===== config.mk =====
export PLATFORM = sky130hd
export DESIGN_NAME = lcd_sched_flat
export DESIGN_NICKNAME = d
export VERILOG_FILES = /design/src/rtl/lcd_sched_if.sv /design/src/rtl/lcd_sched.sv /design/src/flat_wrapper.sv
export SDC_FILE = /design/constraint.sdc
export NUM_CORES = 1
export LEC_CHECK = 0
export CAP_MARGIN = 40
export CORE_MARGIN = 8
export CORE_UTILIZATION = 43
export CTS_CLUSTER_SIZE = 40
export DETAILED_ROUTE_END_ITERATION = 8
export PLACE_DENSITY_LB_ADDON = 0.15
export RECOVER_POWER = 50
export SYNTH_ARGS = -nofsm -noshare
export SYNTH_HDL_FRONTEND = slang
export SYNTH_SLANG_ARGS = --single-unit

===== constraint.sdc =====
create_clock -name clk -period 4.3 [get_ports clk]
set_input_delay 0.43 -clock clk [delete_from_list [all_inputs] [get_ports clk]]
set_output_delay 0.43 -clock clk [all_outputs]
set_load 0.05 [all_outputs]

===== src/rtl/lcd_sched_if.sv =====
// rtl/lcd_sched_if.sv - client request and controller command signals of lcd_sched
// Ports:
//   reqN_valid/op/data : client strobe, 0=CLEAR 1=WRITE, character code
//   reqN_ready         : client FIFO not full
//   ctrl_rdy           : controller finished the presented command
//   cmd_out/data_out   : command index and character to the controller
// Modports: master = clients plus controller, slave = lcd_sched.
interface lcd_sched_if;
  logic       req0_valid;
  logic       req0_op;
  logic [7:0] req0_data;
  logic       req0_ready;
  logic       req1_valid;
  logic       req1_op;
  logic [7:0] req1_data;
  logic       req1_ready;
  logic       ctrl_rdy;
  logic [5:0] cmd_out;
  logic [7:0] data_out;

  modport master (
    output req0_valid, req0_op, req0_data,
    input  req0_ready,
    output req1_valid, req1_op, req1_data,
    input  req1_ready,
    output ctrl_rdy,
    input  cmd_out, data_out
  );

  modport slave (
    input  req0_valid, req0_op, req0_data,
    output req0_ready,
    input  req1_valid, req1_op, req1_data,
    output req1_ready,
    input  ctrl_rdy,
    output cmd_out, data_out
  );
endinterface


===== src/rtl/lcd_sched.sv =====
// rtl/lcd_sched.sv - two-client command scheduler in front of the LCD 1602A controller
// Ports:
//   clk, rst    : clock, synchronous active-high reset
//   bus         : lcd_sched_if.slave (client requests, ctrl_rdy, cmd_out, data_out)
//   init_done   : boot INIT completed
//   busy        : command in progress or queued
//   grant_id    : client of the command currently or last issued
//   err_timeout : sticky, a command waited TIMEOUT cycles for ctrl_rdy
// Build option: LCD_SCHED_RR_EN selects round-robin arbitration, otherwise
// client 0 has fixed priority.
module lcd_sched #(
  parameter int HOLD    = 2,
  parameter int GAP     = 2,
  parameter int TIMEOUT = 200000
) (
  input  logic        clk,
  input  logic        rst,
  lcd_sched_if.slave  bus,
  output logic        init_done,
  output logic        busy,
  output logic        grant_id,
  output logic        err_timeout
);

  localparam logic [5:0] CMD_INIT  = 6'd0;
  localparam logic [5:0] CMD_SEND  = 6'd2;
  localparam logic [5:0] CMD_CLEAR = 6'd3;
  localparam logic [5:0] CMD_IDLE  = 6'd6;

  localparam int HW = (HOLD > 0) ? $clog2(HOLD + 1) : 1;
  localparam int GW = (GAP > 1) ? $clog2(GAP) : 1;
  localparam int TW = (TIMEOUT > 1) ? $clog2(TIMEOUT) : 1;

  // BOOT loads HOLD on the reset edge, one edge before INIT appears; ISSUE
  // loads on the same edge the command appears, hence one less.
  localparam int HOLD_ISSUE = (HOLD > 0) ? HOLD - 1 : 0;

  typedef enum logic [2:0] {S_BOOT, S_GAP, S_ARB, S_GRANT, S_ISSUE} state_t;

  state_t        state;
  logic [HW-1:0] hold_cnt;
  logic [GW-1:0] gap_cnt;
  logic [TW-1:0] wait_cnt;
  logic          op_q;
  logic [7:0]    data_q;

  // Per-client FIFOs: 4 x {op, data}
  logic [8:0] mem0 [4];
  logic [8:0] mem1 [4];
  logic [1:0] wp0, rp0, wp1, rp1;
  logic [2:0] cnt0, cnt1;
  logic [2:0] cnt0_nxt, cnt1_nxt;
  logic       push0, push1, pop0, pop1;
  logic       grant_any, sel1;
  logic [8:0] head;

  assign bus.req0_ready = (cnt0 != 3'd4);
  assign bus.req1_ready = (cnt1 != 3'd4);
  assign push0 = bus.req0_valid & bus.req0_ready;
  assign push1 = bus.req1_valid & bus.req1_ready;

  assign grant_any = (state == S_ARB) && init_done && ((cnt0 != 3'd0) || (cnt1 != 3'd0));

`ifdef LCD_SCHED_RR_EN
  // Tie goes to the client that was not granted last.
  assign sel1 = (cnt1 != 3'd0) && ((cnt0 == 3'd0) || (grant_id == 1'b0));
`else
  assign sel1 = (cnt1 != 3'd0) && (cnt0 == 3'd0);
`endif

  assign pop0 = grant_any & ~sel1;
  assign pop1 = grant_any & sel1;
  assign head = sel1 ? mem1[rp1] : mem0[rp0];

  assign cnt0_nxt = cnt0 + {2'b00, push0} - {2'b00, pop0};
  assign cnt1_nxt = cnt1 + {2'b00, push1} - {2'b00, pop1};

  always_ff @(posedge clk) begin
    if (push0) mem0[wp0] <= {bus.req0_op, bus.req0_data};
    if (push1) mem1[wp1] <= {bus.req1_op, bus.req1_data};
  end

  always_ff @(posedge clk) begin
    if (rst) begin
      wp0  <= 2'd0;
      rp0  <= 2'd0;
      cnt0 <= 3'd0;
      wp1  <= 2'd0;
      rp1  <= 2'd0;
      cnt1 <= 3'd0;
    end else begin
      if (push0) wp0 <= wp0 + 2'd1;
      if (pop0)  rp0 <= rp0 + 2'd1;
      if (push1) wp1 <= wp1 + 2'd1;
      if (pop1)  rp1 <= rp1 + 2'd1;
      cnt0 <= cnt0_nxt;
      cnt1 <= cnt1_nxt;
    end
  end

  always_ff @(posedge clk) begin
    if (rst) begin
      state        <= S_BOOT;
      bus.cmd_out  <= CMD_IDLE;
      bus.data_out <= 8'd0;
      init_done    <= 1'b0;
      busy         <= 1'b1;
      grant_id     <= 1'b1;
      err_timeout  <= 1'b0;
      hold_cnt     <= HW'(HOLD);
      gap_cnt      <= '0;
      wait_cnt     <= '0;
      op_q         <= 1'b0;
      data_q       <= 8'd0;
    end else begin
      case (state)
        S_BOOT: begin
          bus.cmd_out <= CMD_INIT;
          if (hold_cnt != '0) hold_cnt <= hold_cnt - 1'b1;
          if (hold_cnt == '0 && bus.ctrl_rdy) begin
            init_done   <= 1'b1;
            bus.cmd_out <= CMD_IDLE;
            gap_cnt     <= GW'(GAP - 1);
            state       <= S_GAP;
          end else if (wait_cnt == TW'(TIMEOUT - 1)) begin
            err_timeout <= 1'b1;
            bus.cmd_out <= CMD_IDLE;
            gap_cnt     <= GW'(GAP - 1);
            state       <= S_GAP;
          end else begin
            wait_cnt <= wait_cnt + 1'b1;
          end
        end

        S_GAP: begin
          bus.cmd_out <= CMD_IDLE;
          if (gap_cnt == '0) begin
            state <= S_ARB;
            busy  <= (cnt0_nxt != 3'd0) || (cnt1_nxt != 3'd0);
          end else begin
            gap_cnt <= gap_cnt - 1'b1;
          end
        end

        S_ARB: begin
          bus.cmd_out <= CMD_IDLE;
          if (grant_any) begin
            op_q     <= head[8];
            data_q   <= head[7:0];
            grant_id <= sel1;
            busy     <= 1'b1;
            state    <= S_GRANT;
          end else begin
            busy <= (cnt0_nxt != 3'd0) || (cnt1_nxt != 3'd0);
          end
        end

        // Grant cycle: the popped command is presented on the next edge,
        // which is where ISSUE timing (hold and timeout) starts.
        S_GRANT: begin
          bus.cmd_out  <= op_q ? CMD_SEND : CMD_CLEAR;
          bus.data_out <= data_q;
          hold_cnt     <= HW'(HOLD_ISSUE);
          wait_cnt     <= '0;
          state        <= S_ISSUE;
        end

        S_ISSUE: begin
          if (hold_cnt != '0) hold_cnt <= hold_cnt - 1'b1;
          if (hold_cnt == '0 && bus.ctrl_rdy) begin
            bus.cmd_out <= CMD_IDLE;
            gap_cnt     <= GW'(GAP - 1);
            state       <= S_GAP;
          end else if (wait_cnt == TW'(TIMEOUT - 1)) begin
            err_timeout <= 1'b1;
            bus.cmd_out <= CMD_IDLE;
            gap_cnt     <= GW'(GAP - 1);
            state       <= S_GAP;
          end else begin
            wait_cnt <= wait_cnt + 1'b1;
          end
        end

        default: begin
          bus.cmd_out <= CMD_IDLE;
          state       <= S_BOOT;
        end
      endcase
    end
  end

endmodule


===== src/flat_wrapper.sv =====
// flat-port wrapper written by rule: the top's interface ports become plain ports
module lcd_sched_flat 
#(
  parameter int HOLD    = 2,
  parameter int GAP     = 2,
  parameter int TIMEOUT = 200000
)
  (clk, rst, init_done, busy, grant_id, err_timeout, bus_req0_valid, bus_req0_op, bus_req0_data, bus_req0_ready, bus_req1_valid, bus_req1_op, bus_req1_data, bus_req1_ready, bus_ctrl_rdy, bus_cmd_out, bus_data_out);
  lcd_sched_if bus_i ();
  input  logic clk;
  input  logic rst;
  output logic init_done;
  output logic busy;
  output logic grant_id;
  output logic err_timeout;
  input wire logic [$bits(bus_i.req0_valid)-1:0] bus_req0_valid;
  input wire logic [$bits(bus_i.req0_op)-1:0] bus_req0_op;
  input wire logic [$bits(bus_i.req0_data)-1:0] bus_req0_data;
  output wire logic [$bits(bus_i.req0_ready)-1:0] bus_req0_ready;
  input wire logic [$bits(bus_i.req1_valid)-1:0] bus_req1_valid;
  input wire logic [$bits(bus_i.req1_op)-1:0] bus_req1_op;
  input wire logic [$bits(bus_i.req1_data)-1:0] bus_req1_data;
  output wire logic [$bits(bus_i.req1_ready)-1:0] bus_req1_ready;
  input wire logic [$bits(bus_i.ctrl_rdy)-1:0] bus_ctrl_rdy;
  output wire logic [$bits(bus_i.cmd_out)-1:0] bus_cmd_out;
  output wire logic [$bits(bus_i.data_out)-1:0] bus_data_out;
  assign bus_i.req0_valid = bus_req0_valid;
  assign bus_i.req0_op = bus_req0_op;
  assign bus_i.req0_data = bus_req0_data;
  assign bus_req0_ready = bus_i.req0_ready;
  assign bus_i.req1_valid = bus_req1_valid;
  assign bus_i.req1_op = bus_req1_op;
  assign bus_i.req1_data = bus_req1_data;
  assign bus_req1_ready = bus_i.req1_ready;
  assign bus_i.ctrl_rdy = bus_ctrl_rdy;
  assign bus_cmd_out = bus_i.cmd_out;
  assign bus_data_out = bus_i.data_out;
  lcd_sched #(.HOLD(HOLD), .GAP(GAP), .TIMEOUT(TIMEOUT)) u_core (.clk(clk), .rst(rst), .bus(bus_i), .init_done(init_done), .busy(busy), .grant_id(grant_id), .err_timeout(err_timeout));
endmodule

After elaboration in Yosys (flattened, before gate mapping)
Memories as Yosys holds them, arrays and structs flattened. A register that Yosys moved wholly into a read port is not among the register bits.
Index checks and enable logic that the tools add are counted.
Word-level totals
  register bits after elaboration: 65
  bits in latches: 0
  memory bits (writable): 72
  bits in read-only memories: 0
  input bits: 23
  output and inout bits: 20
  word-level logic and storage cells: 109
  memories kept: 2
Memories
  u_core.mem0: words 4, bits a word 9, read ports 1, clocked after Yosys merged registers in 1, wr ports 1, line lcd_sched.sv:48  | logic [8:0] mem0 [4];
  u_core.mem1: words 4, bits a word 9, read ports 1, clocked after Yosys merged registers in 1, wr ports 1, line lcd_sched.sv:49  | logic [8:0] mem1 [4];
Operators by class
  add/sub/neg operators: 11
  multiply operators: 0
  div/mod/pow operators: 0
  order comparisons: 0
  equal/unequal tests: 14
  shifts and indexed selects: 0
  multiplexer cells: 32
  bitwise operators: 6
  reduce and logical (&&, ||, !) cells: 26
Operators with widths (count)
  18-bit two-way mux: 2
  18-bit one-hot mux with 2 select lines: 1
  18-bit by 1-bit adder with 18-bit output (second input constant): 1
  18-bit equality test (second input constant): 1
  6-bit two-way mux: 3
  6-bit one-hot mux with 3 select lines: 1
  3-bit two-way mux: 5
  3-bit one-hot mux with 4 select lines: 1
  3-bit nonzero test: 4
  1-bit two-way mux: 10
  2-bit two-way mux: 5
  2-bit AND reduction: 5
  9-bit two-way mux: 1
  3-bit AND reduction: 3
  2-bit by 1-bit adder with 2-bit output (second input constant): 4
  2-bit nonzero test: 4
  3-bit by 1-bit adder with 3-bit output: 2
  3-bit by 2-bit equality test with 1-bit output (second input constant): 2
  3-bit logical NOT: 2
  2-bit != test (second input constant): 3
  3-bit by 1-bit != test with 1-bit output (second input constant): 2
  3-bit != test (second input constant): 2
  3-bit by 1-bit subtractor with 3-bit output: 2
  1-bit bitwise AND: 4
  12 further kinds: 19

Logic depth before layout (Yosys ltp)
Gate-level depths: netlist of the first run.
  depth in word-level cells: 9
  depth in mapped cells: 12
  mapped depth without buffers: 11

Least setup slack after synthesis of the first run
Ideal clock, no wire load.
  kind: register to register
  start: register u_core.init_done
  end: register u_core.busy
  setup time: 0.127 ns
  arrival: 2.622 ns
  required time: 4.173 ns
  path slack: 1.551 ns
  stages on the path, launching flop included: 11
  path buffers: 0
  period minus slack after synthesis: 2.749 ns
  cell sequence: dfxtp_1 > nand4bb_1 > nor3_1 > ha_1 > inv_1 > ha_1 > inv_1 > fa_1 > nor4b_1 > and3_1 > a32oi_1
On the way
  word-level cells in the longest chain between the ends: 8
  elaborated cells between the ends (all ways): 12
  those cells by class: add/sub (2); mux (3); bitwise (2); reduce/logical (5)
Ends and longest elaborated chain
  start: declaration: line lcd_sched.sv:19  | output logic init_done,
  start signal: assignment: line lcd_sched.sv:106  | init_done <= 1'b0;
  start signal: assignment: line lcd_sched.sv:121  | init_done <= 1'b1;
  1-bit logical AND * (2 in a row): line lcd_sched.sv:62  | assign grant_any = (state == S_ARB) && init_done && ((cnt0 != 3'd0) || (cnt1 != 3'd0));
  1-bit bitwise AND *: line lcd_sched.sv:72  | assign pop1 = grant_any & sel1;
  net u_core.pop1: line lcd_sched.sv:53  | logic push0, push1, pop0, pop1;
  3-bit by 1-bit subtractor with 3-bit output *: line lcd_sched.sv:76  | assign cnt1_nxt = cnt1 + {2'b00, push1} - {2'b00, pop1};
  3-bit nonzero test *: line lcd_sched.sv:139, lcd_sched.sv:154
  1-bit logical OR *: line lcd_sched.sv:139, lcd_sched.sv:154
  1-bit two-way mux, on equally long branches: line lcd_sched.sv:147, lcd_sched.sv:137
  1-bit one-hot mux with 2 select lines *: line lcd_sched.sv:116  | case (state)
  end signal: assignment: line lcd_sched.sv:139  | busy <= (cnt0_nxt != 3'd0) || (cnt1_nxt != 3'd0);
  end signal: assignment: line lcd_sched.sv:154  | busy <= (cnt0_nxt != 3'd0) || (cnt1_nxt != 3'd0);
  end: declaration: line lcd_sched.sv:20  | output logic busy,
Mark *: on every way through the listed nets, which the timed path passes. The rest lies on a longest branch. The select of a mux whose other input is x is not followed.
A chain may end at the register's enable or synchronous reset.

Worst setup path after layout of the first run
  start: register u_core.hold_cnt[0]
  end: register u_core.wait_cnt[15]
On the way
  word-level cells in the longest chain between the ends: 4
Ends and longest elaborated chain
  start: declaration: line lcd_sched.sv:41  | logic [HW-1:0] hold_cnt;
  start signal: assignment: line lcd_sched.sv:110  | hold_cnt <= HW'(HOLD);
  start signal: assignment: line lcd_sched.sv:119  | if (hold_cnt != '0) hold_cnt <= hold_cnt - 1'b1;
  start signal: assignment: line lcd_sched.sv:163  | hold_cnt <= HW'(HOLD_ISSUE);
  2-bit logical NOT: line lcd_sched.sv:120, lcd_sched.sv:170
  1-bit logical AND: line lcd_sched.sv:120, lcd_sched.sv:170
  2-bit != test (no source line)
  3-bit AND reduction (no source line)
  end signal: assignment: line lcd_sched.sv:131  | wait_cnt <= wait_cnt + 1'b1;
  end signal: assignment: line lcd_sched.sv:180  | wait_cnt <= wait_cnt + 1'b1;
  end: declaration: line lcd_sched.sv:43  | logic [TW-1:0] wait_cnt;
Every way passes these cells.

==> metrics, run 1 <==
status finished clean; count of final setup violators 0; top area cells in the synthesized netlist edfxtp_1 38%, dfxtp_1 23%, mux4_2 7.0%, mux2i_1 3.1%, ha_1 3.0%; Power Total 0.00394 W; Primary FF master, synth edfxtp_1; Comb pwr share 0.186; Post-synth EDFFs 72; total core area 0.0132 sq mm; Remaining DRCs 0; Syn Inst Count 455; Max Slew Vio Count 0; Die Height 132 um; Worst setup SP type flip-flop; CTS buffer count 17; largest net degree at the start of global routing 49; global route overflow 0; main combinational cell family by area after synthesis simple AND/OR/NAND/NOR gates; Async SR Flop Fraction 0; CP cell instances inv_1 -> ha_1 -> a211oi_1 -> nand3_1 -> or4_1 -> a21oi_1; Yosys reg bits 138; worst r2r dst u_core.wait_cnt[15]; clock skew 5.09 ps; post-route ant nets 0; path category of the worst min-delay check primary input to flip-flop; post-placement cell count 647; Synth Area in Compound Gates 0.0754; Hold-fix buffers, CTS 0; crit end category flip-flop; vias per std cell 5.22; sequential share of power 0.418; Post-Synth XOR/XNOR Area 0.0167; buffers plus inverters on the worst setup path 1; hold path depth 2; CTS tree built; CTS clk-pin slew, worst paths 60 ps; Top-Level Pins 43; CTS H-tree lvls 4; max_cap viols 0; Synth top area share 0.375; register area 0.00348 sq mm; slowest stage cell, crit path a211oi_1; Hold Slack 304 ps; Post-Synth Adder-Cell Area 0.0374; slowest cell delay on critical path 1080 ps; area of the multi-input gates 0.00208 sq mm; syn avg cell area 12.7 sq um; Cell Rows 42; worst-path maximum fanout 12; wirelength, routed 11600 um; fin crit period 3130 ps; reg-to-reg startpoint u_core.hold_cnt[0]; cell taking the most area after synthesis edfxtp_1; CTS Buffer Depth 2; simple-gate portion of the synthesized area 0.129; Net Sw Frac 0.275; Initial Util 0.437; worst-skew pair later-pin latency 420 ps; YS warnings 0; Layout fillers 1128; Hold Violations, Final 0; # resized after CTS 0; die area 0.0174 sq mm; synth unique cells 53; DR iter-0 viols 236; HPWL Detailed 7640 um; gr usage total 0.142; arrival time worst endpoint 3470 ps; Die Span X 132 um; Fmax 319 MHz; Hold Startpoint rst; vias 3542; crit path kind flip-flop to flip-flop; initial antenna violation count 0; diodes inserted 0; Slew HR 0.124; CTS root buffer clkbuf_16; CP Data Required Time 4640 ps; GP Congestion 0.789; non-filler cells, final 678; nets@finish 529; P per Cell Area 573 mW/mm^2; area growth from synthesis to layout 19.4%; r2r setup slk 1170 ps; Slew @ Worst Pin 1310 ps; layout cells sized above 1 0.106; final core occ 0.521; RSZ-0062 raised after global routing no; switching pwr 0.00108 W; TritonRoute pass-1 iters 4; VDD IR max 0.346 mV; Power Internal 0.00286 W; crit share post-route 0.728; CTS sink cnt 138; mux contribution to synthesized area 0.102; WHS Endpoint u_core.err_timeout; power share of the clock group 0.395; first-pass GRT wire length 19200 um; # Post-CTS Setup Buffers 0; leak pwr 2.38 nW; Avg WL per Cell 17.1 um; vias in the first global route 3695; synthesized area 0.00576 sq mm; PortBufs 39; CP delay by family, top compound AO/OA/AOI/OAI gates; setup TNS 0 ps; Seq/Total Area, Yosys 0.605; FF-to-FF path depth 6
[layer usage]
layer  global-route usage  wire length [um]  vias up
met5                    0                 0        -
met4               0.0511               119        0
met3               0.0476               422        9
met2                0.234              5810       51
met1                0.170              5230     1735
li1                     -                 -     1747
[power groups by stage]
| stage | clock network (W) | logic, W | registers, W |
|---|---|---|---|
| finish | 0.00156 | 0.000734 | 0.00165 |
| global route | 0.00165 | 0.000821 | 0.00167 |
| CTS | 0.00159 | 0.000769 | 0.00166 |
| detailed placement | 0 | 0.000762 | 0.00168 |
| global placement | 0 | 0.000756 | 0.00167 |
| floorplan | 0 | 0.000554 | 0.00168 |
[layout by cell type (no fill, tap or decap), drive strengths merged, types with 4 or more instances in the layout]
cell type and n:
o31ai 6, xnor2 7, bufinv 5, clkinv 6
clkdlybuf4s50 14, edfxtp 72, mux2i 18, nand2 33
and3 4, nor3 9, or4 6, inv 18
o21ai 4, mux4 18, xor2 4, a211oi 14
nand3 10, ha 14, dfxtp 66, nor2b 4
nor2 36, dlygate4sd3 24, clkbuf 18, and2 9
a21oi 25, or3 10, nand4 7
[worst max-delay path by stage]
stage | from | end | slack, ps | depth (start not counted)
3_5_place_dp | u_core.state[1] | u_core.busy | 1450 | 11
2_1_floorplan | u_core.init_done | u_core.busy | 1550 | 10
6_report | u_core.hold_cnt[0] | u_core.wait_cnt[15] | 1170 | 6
5_1_grt | u_core.hold_cnt[0] | u_core.wait_cnt[13] | 890 | 6
4_1_cts | u_core.state[1] | u_core.busy | 1450 | 11
3_3_place_gp | u_core.state[1] | u_core.busy | 1540 | 10
[cell families after synthesis]
kind of cell,count (synthesis)
adder cells (fa/ha/maj),16
XOR/XNOR,11
flip-flops,138
buffers and inverters,45
AO/OA/AOI/OAI,65
other,1
multiplexers,36
AND/OR/NAND/NOR,143
[layout make-up]
type	instances	share of cell area
sequential	138	0.506
multi-input combinational	274	0.302
clock buffer	18	0.0624
timing repair buffer	41	0.0582
tap	176	0.0320
clock inverter	13	0.0293
inverter	18	0.00982
[Yosys cell counts, drive strengths merged, types with 4 or more instances]
master / instances
or3: 10
inv: 18
nor3: 9
mux4: 18
nand2: 33
mux2i: 18
o21ai: 4
xnor2: 7
clkbuf: 15
nor2: 36
nand4: 7
and3: 4
dfxtp: 66
nand3: 10
ha: 14
a21oi: 25
or4: 6
nor2b: 4
xor2: 4
and2: 9
buf: 12
o31ai: 6
edfxtp: 72
a211oi: 14
[through the flow]
step	area, sq um	worst slack [ps]
finish	6880	1170
global route	6880	889
CTS	6890	1450
detailed placement	6260	1450
global placement	6260	1540
floorplan	5770	1550
[flip-flops by register name, indices dropped and copies added (netlist names), named ones only]
name                 count
u_core.data_q            8
u_core.mem0             36
u_core.rp1               2
u_core.wait_cnt         18
u_core.mem1             36
u_core.busy              1
u_core.state             3
u_core.wp1               2
u_core.rp0               2
u_core.wp0               2
u_core.gap_cnt           1
u_core.bus.data_out      8
u_core.hold_cnt          2
u_core.err_timeout       1
u_core.init_done         1
u_core.grant_id          1
u_core.cnt1              3
u_core.op_q              1
u_core.bus.cmd_out       3
u_core.cnt0              3
Note: power is estimated with default switching activity, not from simulation.
==> run 2: changes to the inputs <==
- clock period: 4.3 -> 2.6 ns (I/O delays scaled with it)
==> run 2 against run 1 <==
Compared with the run above: die area unchanged; via count increased by 1.9%; non-clock buffer count increased by 19; clock-buffer cell count decreased by 1; combinational power increased by 93%; worst setup slack got worse by 1100 ps; largest cell class unchanged; final area increased by 0.73%; critical path depth increased by 4; worst hold slack improved by 85 ps; critical endpoint is now u_core.busy.
==> metrics, run 2 (synthesized netlist as in run 1, its figures left out) <==
initial antenna violation count 0; count of final setup violators 0; worst-path maximum fanout 4; area growth from synthesis to layout 20.3%; diodes inserted 0; vias 3608; commonest non-fill, non-tap cell in the layout edfxtp_1; die area 0.0174 sq mm; path category of the worst min-delay check primary input to flip-flop; CTS Buffer Depth 2; Fmax 397 MHz; worst-skew pair later-pin latency 420 ps; global route overflow 0; fin area 0.00693 sq mm; commonest cells after routing, fill and taps aside 72 x edfxtp_1, 65 x dfxtp_1, 36 x nor2_1; CTS sink cnt 138; CTS root buffer clkbuf_16; DR iter-0 viols 240; VDD IR max 0.829 mV; CTS clk-pin slew, worst paths 60 ps; fin crit period 2520 ps; largest net degree at the start of global routing 41; crit share post-route 0.969; Top-Level Pins 43; PortBufs 39; GP Congestion 0.787; Die Span X 132 um; vias per std cell 5.17; Slew @ Worst Pin 817 ps; layout cells sized above 1 0.138; r2r setup slk 80 ps; arrival time worst endpoint 2810 ps; total core area 0.0132 sq mm; CP Data Required Time 2890 ps; Worst setup SP type flip-flop; vias in the first global route 3615; wirelength, routed 11500 um; pre-CTS worst setup slack 23.5 ps; Max Slew Vio Count 0; Largest regs u_core.mem0: 36 flops, u_core.mem1: 36 flops, u_core.wait_cnt: 18 flops; Remaining DRCs 0; status finished clean; post-route ant nets 0; Hold Violations, Final 0; PnR worst setup slack 80.0 ps; crit path kind flip-flop to flip-flop; P per Cell Area 904 mW/mm^2; clock skew 10.3 ps; Initial Util 0.437; leak pwr 2.41 nW; crit end category flip-flop; gr usage total 0.139; Layout fillers 1158; CTS tree built; Avg WL per Cell 16.5 um; HPWL Detailed 7890 um; CTS H-tree lvls 4; nets@finish 548; CTS buffer count 17; Slew HR 0.455; post-placement cell count 665; first-pass GRT wire length 18900 um; TritonRoute pass-1 iters 5; Die Height 132 um; max_cap viols 0; Placed Area 0.00640 sq mm; non-filler cells, final 698; Cell Rows 42
## run 2: power breakdown
part	leakage, nW	switching, W	internal [W]
sequential	1.20	0.000118	0.00257
combinational	0.966	0.000834	0.000590
clock	0.250	0.000940	0.00121
## run 2: stage by stage
stage	hold WS (ps)	util	setup TNS, ps	power, W
2_1_floorplan	359	-	0	0.00370
3_3_place_gp	439	0.485	0	0.00415
3_5_place_dp	443	0.485	0	0.00418
4_1_cts	376	0.525	0	0.00635
5_1_grt	428	0.525	-24.6	0.00657
6_report	389	0.525	0	0.00626
## run 2: worst max-delay path: stages (launching register included)
cell and delay [ps]:
dfxtp_1 310, buf_4 140, nor3_1 270, nor2_1 120
ha_1 290, inv_1 40, ha_1 190, fa_1 490
nor4b_2 280, and3_1 180, a32oi_1 90
## run 2: what timing repair did
item	in CTS	in global routing
hold buffers	0	0
pin swaps	0	1
buffers inserted	0	1
gates resized for setup	1	1
setup endpoints to repair	1	1
## run 2: area by class of cell
class / count / area, sq um / share of cell area
clock buffers: 17 / 425 / 0.0614
clock inverters: 15 / 103 / 0.0148
inverters: 18 / 67.6 / 0.00975
multi-input cells: 274 / 2100 / 0.303
flip-flops and latches: 138 / 3480 / 0.503
well taps: 176 / 220 / 0.0318
repair buffers: 60 / 528 / 0.0762
## run 2: final timing paths
path / startpoint / endpoint / cells after the start
setup / recovery: u_core.cnt0[1] / u_core.busy / 10
hold / removal: rst / u_core.wp0[0] / 2
setup reg to reg: u_core.cnt0[1] / u_core.busy / 10
hold reg to reg: u_core.data_q[6] / u_core.bus.data_out[6] / 2
## run 2: per-layer routing
| metal | vias up | track usage | wire [um] |
|---|---|---|---|
| met3 | 7 | 0.0438 | 399 |
| met2 | 50 | 0.226 | 5780 |
| li1 | 1781 | - | - |
| met5 | - | 0 | 0 |
| met1 | 1770 | 0.172 | 5290 |
| met4 | 0 | 0.0459 | 78 |
